<file path="src/rtl/axis_packetizer.sv">
// rtl/axis_packetizer.sv - frames a raw word stream into packets closed by length, upstream last or idle timeout
module axis_packetizer #(
  parameter  int DataWidth     = 32,
  parameter  int MaxPktLen     = 256,
  parameter  int TimeoutCycles = 64,
  localparam int CntWidth      = $clog2(MaxPktLen + 1)
) (
  input  logic                 clk,
  input  logic                 reset,
  input  logic [CntWidth-1:0]  pktLen,
  input  logic [DataWidth-1:0] inData,
  input  logic                 inValid,
  output logic                 inReady,
  input  logic                 inLast,
  output logic [DataWidth-1:0] outData,
  output logic                 outValid,
  input  logic                 outReady,
  output logic                 outLast,
  output logic [15:0]          pktCount,
  output logic                 timeoutEvent
);

  localparam int IdleWidth    = (TimeoutCycles > 1) ? $clog2(TimeoutCycles) : 1;
  localparam int TimeoutLimit = (TimeoutCycles > 0) ? TimeoutCycles - 1 : 0;
  localparam bit TimeoutEn    = (TimeoutCycles > 0);

  logic                 h_valid;
  logic                 h_last;
  logic [DataWidth-1:0] h_data;
  logic [CntWidth-1:0]  beat_cnt;
  logic [CntWidth-1:0]  len_lat;
  logic [CntWidth-1:0]  len_clamped;
  logic [CntWidth-1:0]  eff_len;
  logic [CntWidth-1:0]  beat_next;
  logic [IdleWidth-1:0] idle_cnt;
  logic                 out_free;
  logic                 accept;
  logic                 move;
  logic                 last_dec;
  logic                 idle_pending;
  logic                 timeout_hit;

  assign out_free = !outValid || outReady;
  // Gated by reset so every output reads 0 while reset is held.
  assign inReady  = reset && (!h_valid || out_free);
  assign accept   = inValid && inReady;
  assign move     = h_valid && out_free && (accept || h_last);

  assign len_clamped = (pktLen == '0 || pktLen > CntWidth'(MaxPktLen)) ? CntWidth'(MaxPktLen) : pktLen;
  assign eff_len     = (beat_cnt == '0) ? len_clamped : len_lat;
  assign beat_next   = beat_cnt + CntWidth'(1);
  assign last_dec    = inLast || (beat_next == eff_len);

  // An accept in the same cycle always beats the timeout.
  assign idle_pending = h_valid && !h_last && !accept;
  assign timeout_hit  = TimeoutEn && idle_pending && (idle_cnt == IdleWidth'(TimeoutLimit));

  always_ff @(posedge clk or negedge reset) begin
    if (!reset) begin
      h_valid <= 1'b0;
      h_last  <= 1'b0;
      h_data  <= '0;
    end else if (accept) begin
      h_valid <= 1'b1;
      h_data  <= inData;
      h_last  <= last_dec;
    end else if (move) begin
      h_valid <= 1'b0;
      h_last  <= 1'b0;
    end else if (timeout_hit) begin
      h_last  <= 1'b1;
    end
  end

  always_ff @(posedge clk or negedge reset) begin
    if (!reset) begin
      beat_cnt <= '0;
      len_lat  <= '0;
    end else if (accept) begin
      if (beat_cnt == '0) begin
        len_lat <= len_clamped;
      end
      beat_cnt <= last_dec ? '0 : beat_next;
    end else if (timeout_hit) begin
      beat_cnt <= '0;
    end
  end

  always_ff @(posedge clk or negedge reset) begin
    if (!reset) begin
      idle_cnt     <= '0;
      timeoutEvent <= 1'b0;
    end else begin
      timeoutEvent <= timeout_hit;
      if (TimeoutEn && idle_pending && !timeout_hit) begin
        idle_cnt <= idle_cnt + IdleWidth'(1);
      end else begin
        idle_cnt <= '0;
      end
    end
  end

  always_ff @(posedge clk or negedge reset) begin
    if (!reset) begin
      outValid <= 1'b0;
      outData  <= '0;
      outLast  <= 1'b0;
    end else if (move) begin
      outValid <= 1'b1;
      outData  <= h_data;
      outLast  <= h_last;
    end else if (outValid && outReady) begin
      outValid <= 1'b0;
      outLast  <= 1'b0;
    end
  end

  always_ff @(posedge clk or negedge reset) begin
    if (!reset) begin
      pktCount <= '0;
    end else if (outValid && outReady && outLast) begin
      pktCount <= pktCount + 16'd1;
    end
  end

endmodule

</file>
<file path="config.mk">
export PLATFORM = sky130hd
export DESIGN_NAME = axis_packetizer
export DESIGN_NICKNAME = d
export VERILOG_FILES = /design/src/rtl/axis_packetizer.sv
export SDC_FILE = /design/constraint.sdc
export NUM_CORES = 1
export LEC_CHECK = 0
export CORE_AREA = 2 2 97 99
export CTS_CLUSTER_DIAMETER = 30
export DETAILED_ROUTE_END_ITERATION = 10
export DIE_AREA = 0 0 99 101
export PLACE_DENSITY = 0.82
export SYNTH_ARGS = -nofsm -noshare
export SYNTH_HDL_FRONTEND = slang
export SYNTH_SLANG_ARGS = --single-unit
</file>
<file path="constraint.sdc">
create_clock -name clk -period 5.75 [get_ports clk]
set_input_delay 1.4375 -clock clk [delete_from_list [all_inputs] [get_ports clk]]
set_output_delay 1.4375 -clock clk [all_outputs]
set_load 0.005 [all_outputs]
</file>
-- Word level (Yosys, flattened, before mapping)
Index checks and enable logic that the tools add are counted.
- word-level logic and storage cells: 57
- bits of input ports: 46
- flip-flop bits (word level): 109
- reductions and logical operators: 26
- order comparisons: 1
- muxes and demuxes: 14
- add/subtract/negate cells: 3
- equality and inequality tests: 2
- operator list (operator ; count):
    $mux W9 ; 5
    $logic_not A9 Y1 ; 2
    $add A16 B1 Y16 const B ; 1
    $logic_and A1 B1 Y1 ; 10
    $add A9 B1 Y9 const B ; 1
    $eq A9 B9 Y1 ; 1
    $gt A9 B9 Y1 const B ; 1
    $mux W1 ; 8
    $add A6 B1 Y6 const B ; 1
    $eq A6 B6 Y1 const B ; 1
    $mux W6 ; 1
    $reduce_bool A2 Y1 ; 3
    $logic_not A1 Y1 ; 5
    $logic_or A1 B1 Y1 ; 5
    $reduce_bool A3 Y1 ; 1

-- Logic depth before layout (Yosys ltp)
- depth in word-level cells: 11
- depth in mapped cells: 10
- depth with buffers taken out: 9

-- Worst setup path after synthesis
Ideal clock, no wire load.
- path type: input port to flip-flop
- start: input pktLen[0]
- end: register beat_cnt[2]
- stages on the path: 9
- arrival time: 3632 ps
- data required time: 5629 ps
- path buffers: 0
- slack: 1997 ps
- cells stage by stage: nor4_1 nand2_1 ha_1 or2b_1 or3_1 and3_1 nor4b_4 nand4_4 a32o_2
- word-level cells in the longest chain between the ends: 8
- RTL lines (element ; RTL line ; text):
    start: declaration ; 10 ; input logic [CntWidth-1:0] pktLen,
    $gt A9 B9 Y1 or $logic_not A9 Y1 (tied branches) ; 49 ; assign len_clamped = (pktLen == '0 || pktLen > CntWidth'(MaxPktLen)) ? CntWidth'(MaxPktLen) : pktLen;
    $logic_or A1 B1 Y1 ; 49 ;
    $mux W9 (*) ; 49 ;
    $mux W9 (*) ; 50 ; assign eff_len = (beat_cnt == '0) ? len_clamped : len_lat;
    $eq A9 B9 Y1 (*) ; 52 ; assign last_dec = inLast || (beat_next == eff_len);
    $logic_or A1 B1 Y1 (*) ; 52 ;
    $mux W9 (*) ; 83 ; beat_cnt <= last_dec ? '0 : beat_next;
    $mux W9 (*) ; 79 ; end else if (accept) begin
    end signal: assignment ; 83 ;
    end: declaration ; 30 ; logic [CntWidth-1:0] beat_cnt;
Every way passes the cells marked *; elsewhere a longest branch is shown, timed or not.
A chain may end at the register's enable or synchronous reset.

-- Final worst setup path
- start: input outReady
- end: output inReady
- word-level cells in the longest chain between the ends: 3
- RTL lines (element ; RTL line ; text):
    start: declaration ; 17 ; input logic outReady,
    $logic_or A1 B1 Y1 ; 43 ; assign out_free = !outValid || outReady;
    $logic_or A1 B1 Y1 ; 45 ; assign inReady = reset && (!h_valid || out_free);
    $logic_and A1 B1 Y1 ; 45 ;
    end: declaration ; 13 ; output logic inReady,
Every way passes these cells.

==> run_summary.xml <==
<?xml version="1.0" encoding="UTF-8"?>
<metrics>
  <group name="global_routing">
    <metric name="antenna_found_initial" unit="">0</metric>
    <metric name="grt_overflow" unit="">0</metric>
    <metric name="grt_max_degree" unit="">68</metric>
    <metric name="number_of_global_route_vias_before_repair" unit="">3636</metric>
    <metric name="grt_pass1_wl" unit="um">17260</metric>
    <metric name="global_route.usage.total" unit="">0.2172</metric>
  </group>
  <group name="clock_network">
    <metric name="cts.repair.resized" unit="">0</metric>
    <metric name="clk_transition_reported_paths" unit="ns">0.11</metric>
    <metric name="clock_sinks" unit="">109</metric>
    <metric name="cts.root.buffer_cell" unit="">sky130_fd_sc_hd__clkbuf_8</metric>
    <metric name="clk_path_buf_depth" unit="">2</metric>
    <metric name="post_cts.repair.setup_buffers" unit="">0</metric>
    <metric name="clk-insertion-delay-late" unit="ns">0.37</metric>
    <metric name="clock_tree.htree_level_count" unit="">3</metric>
    <metric name="cts_hold_buf" unit="">0</metric>
    <metric name="cts_buffers" unit="">9</metric>
    <metric name="tritoncts" unit="">done</metric>
  </group>
  <group name="critical_path">
    <metric name="worst-path-max-fanout" unit="">4</metric>
    <metric name="worst_ep_arrival_time" unit="ns">2.84</metric>
    <metric name="worst_r2r_path_depth" unit="">8</metric>
    <metric name="rr_endpoint" unit="">beat_cnt[2]$_DFFE_PN0P_</metric>
    <metric name="regToRegSetupSlack" unit="ns">2.60</metric>
    <metric name="startpoint_of_the_worst_register_to_register_path" unit="">beat_cnt[0]$_DFFE_PN0P_</metric>
    <metric name="setup.worst_path.start_class" unit="">input pin</metric>
    <metric name="worst-endpoint-required" unit="ns">4.31</metric>
    <metric name="critPathLaunch" unit="">outReady</metric>
    <metric name="setup.worst_path.class" unit="">in -&gt; out</metric>
    <metric name="critPathCaptureType" unit="">output pin</metric>
  </group>
  <group name="sta">
    <metric name="slew-limit-headroom" unit="">0.3768</metric>
    <metric name="setup_total_negative_slack" unit="ns">0</metric>
    <metric name="grt_setup_unrepaired" unit="">no</metric>
    <metric name="final.setup_skew" unit="ns">0.01136</metric>
    <metric name="period_minus_slack" unit="ns">4.281</metric>
    <metric name="timing_max_transition_violations_final" unit="">0</metric>
    <metric name="max_freq" unit="MHz">233.6</metric>
    <metric name="setup_violations_final" unit="">0</metric>
    <metric name="timing.final.crit_share" unit="">0.7445</metric>
    <metric name="report.final.hold_viol_count" unit="">0</metric>
    <metric name="worst_pin_slew" unit="ns">0.9323</metric>
  </group>
  <group name="cells_and_area">
    <metric name="post_layout_nonfiller_instances" unit="">668</metric>
    <metric name="final_nets" unit="">603</metric>
    <metric name="syn2layout_area_growth" unit="%">25.70</metric>
    <metric name="layout_cell_area_excl_fill" unit="um2">6192</metric>
    <metric name="final_layout_size_suffix_gt1_frac" unit="">0.1346</metric>
    <metric name="mostFrequentLayoutCell" unit="">sky130_fd_sc_hd__nand2_1</metric>
    <metric name="num-fill-cells" unit="">651</metric>
    <metric name="mostFrequentLayoutCells" unit="">sky130_fd_sc_hd__nand2_1, sky130_fd_sc_hd__dfrtp_1, sky130_fd_sc_hd__clkdlybuf4s50_1, sky130_fd_sc_hd__mux2_2, sky130_fd_sc_hd__o21ai_0</metric>
    <metric name="antenna_cells_inserted" unit="">0</metric>
    <metric name="post_layout_util" unit="">0.6898</metric>
    <metric name="multi_input_combinational_cell_area" unit="um2">2067</metric>
    <metric name="final-seq-area" unit="um2">2728</metric>
  </group>
  <group name="synth">
    <metric name="post_synth.cell_area_avg" unit="um2">10.73</metric>
    <metric name="synth_enable_flop_cells" unit="">0</metric>
    <metric name="synth_warnings" unit="">0</metric>
    <metric name="yosys_register_bits" unit="">109</metric>
    <metric name="netlist-cell-type-count" unit="">52</metric>
    <metric name="ys_seq_area_frac" unit="">0.5537</metric>
    <metric name="synth.top_cells.by_area" unit="">sky130_fd_sc_hd__dfrtp_1, sky130_fd_sc_hd__nand2_1, sky130_fd_sc_hd__mux2_2</metric>
    <metric name="synth_async_sr_flop_share" unit="">1.000</metric>
    <metric name="ys_dominant_reg_cell" unit="">sky130_fd_sc_hd__dfrtp_1</metric>
    <metric name="synth_top_area_frac" unit="">0.5537</metric>
    <metric name="synthesis.area" unit="um2">4926</metric>
    <metric name="post_synthesis_cell_type_with_the_largest_combined_area" unit="">sky130_fd_sc_hd__dfrtp_1</metric>
    <metric name="mappedNetlistNets" unit="">510</metric>
    <metric name="syn-instance-count" unit="">459</metric>
  </group>
  <group name="job">
    <metric name="drv_cap" unit="">0</metric>
  </group>
  <group name="status">
    <metric name="run_status" unit="">finished, final reports clean</metric>
  </group>
  <group name="route">
    <metric name="drtPass1Iterations" unit="">4</metric>
    <metric name="drt-initial-drc-count" unit="">75</metric>
    <metric name="vias_per_cell" unit="">5.519</metric>
    <metric name="post_detailed_route_drc_marker_count" unit="">0</metric>
    <metric name="avgRoutedWirePerCell" unit="um">15.78</metric>
    <metric name="postRouteWirelength" unit="um">10540</metric>
    <metric name="detailroute.via_count" unit="">3687</metric>
    <metric name="final_antenna_net_count" unit="">0</metric>
  </group>
  <group name="place">
    <metric name="routabilityCongestion" unit="">0.8000</metric>
    <metric name="place.detailed.instances" unit="">652</metric>
    <metric name="detailedPlacementHpwl" unit="um">7577</metric>
    <metric name="postPlaceCellArea" unit="um2">5977</metric>
    <metric name="numPortBuffers" unit="">97</metric>
  </group>
  <group name="die">
    <metric name="die_y" unit="um">101</metric>
    <metric name="core" unit="um2">8977</metric>
    <metric name="die_width" unit="um">99</metric>
    <metric name="io_pins" unit="">98</metric>
    <metric name="core.rowCount" unit="">35</metric>
    <metric name="floorplan.initialDensity" unit="">0.5487</metric>
    <metric name="floorplan.die_area" unit="um2">9999</metric>
  </group>
  <group name="min_path">
    <metric name="worst_hold_path.num_cells" unit="">1</metric>
    <metric name="timing.hold.worst_endpoint" unit="">idle_cnt[0]$_DFF_PN0_</metric>
    <metric name="hold_class" unit="">reg -&gt; reg</metric>
    <metric name="worst_hold_startpoint" unit="">idle_cnt[0]$_DFF_PN0_</metric>
  </group>
  <group name="power_and_ir_drop">
    <metric name="max-vdd-ir-drop" unit="mV">0.2358</metric>
    <metric name="totalPowerFinal" unit="uW">2613</metric>
    <metric name="leakage" unit="uW">0.002881</metric>
    <metric name="power.density_cell_area" unit="nW/um2">422.0</metric>
  </group>
</metrics>
-- synthesized netlist by cell type, drive strengths merged (3+ instances only) --
cell,instances
nand2,124
dfrtp,109
mux2,34
o21ai,17
nand3,16
nor2,15
xnor2,13
clkbuf,11
buf,10
nand2b,9
nor3,9
xor2,9
inv,8
nand4,7
nor4,7
a211oi,5
a21boi,5
a32o,5
and3,5
ha,5
or3,5
nor4b,4
a22o,3
o211a,3
-- critical path: stages --
cell and delay, ns:
sky130_fd_sc_hd__clkdlybuf4s50_1 0.49, sky130_fd_sc_hd__nand2b_1 0.18, sky130_fd_sc_hd__o21a_1 0.20, sky130_fd_sc_hd__clkdlybuf4s50_1 0.53
-- flip-flops by register name (all words and copies together), names as in the netlist --
| signal | flops |
|---|---|
| h_data | 32 |
| outData | 32 |
| pktCount | 16 |
| beat_cnt | 9 |
| len_lat | 9 |
| idle_cnt | 6 |
| h_last | 1 |
| h_valid | 1 |
| outLast | 1 |
| outValid | 1 |
| timeoutEvent | 1 |
-- worst max-delay path by stage --
stage,end,slack (ns),cells past startpoint
finish,inReady,1.47,4
global route,inReady,1.40,4
CTS,inReady,1.47,4
detailed placement,beat_cnt[2]$_DFFE_PN0P_,1.29,10
global placement,beat_cnt[2]$_DFFE_PN0P_,1.31,10
floorplan,beat_cnt[2]$_DFFE_PN0P_,2.00,9
-- cell families after synthesis --
logic type      Yosys count  synth area share
compound gates           49           0.07316
xor+xnor                 22           0.03912
fa+ha+maj                 5           0.01270
buf+inv                  29           0.02794
flops                   109            0.5537
mux                      34           0.07772
simple gates            211            0.2156
-- report_power, final --
group          internal [uW]  switching, uW  total [uW]
registers                995            147        1140
logic                    554            419         973
clock network            213            285         498
-- stage by stage --
stage,hold WS (ns),setup slack [ns]
floorplan,0.4329,1.997
global placement,0.4430,1.306
detailed placement,0.4585,1.293
CTS,0.4784,1.468
global route,0.4924,1.405
finish,0.4703,1.469
-- area by class of cell --
class	count	area share
clock inverters	7	0.01475
inverters	8	0.004849
well taps	111	0.02243
clock buffers	9	0.02000
multi-input cells	321	0.3338
repair buffers	103	0.1637
flip-flops and latches	109	0.4405
-- metal layers --
layer | GRT usage | part of all wire | vias to the layer above
met2 | 0.3638 | 0.49 | 103
met3 | 0.03259 | 0.043 | 20
li1 | - | - | 1767
met1 | 0.2859 | 0.44 | 1797
met4 | 0.08746 | 0.025 | 0
met5 | 0 | 0 | -
No activity file was read; power rests on OpenSTA's default activity.
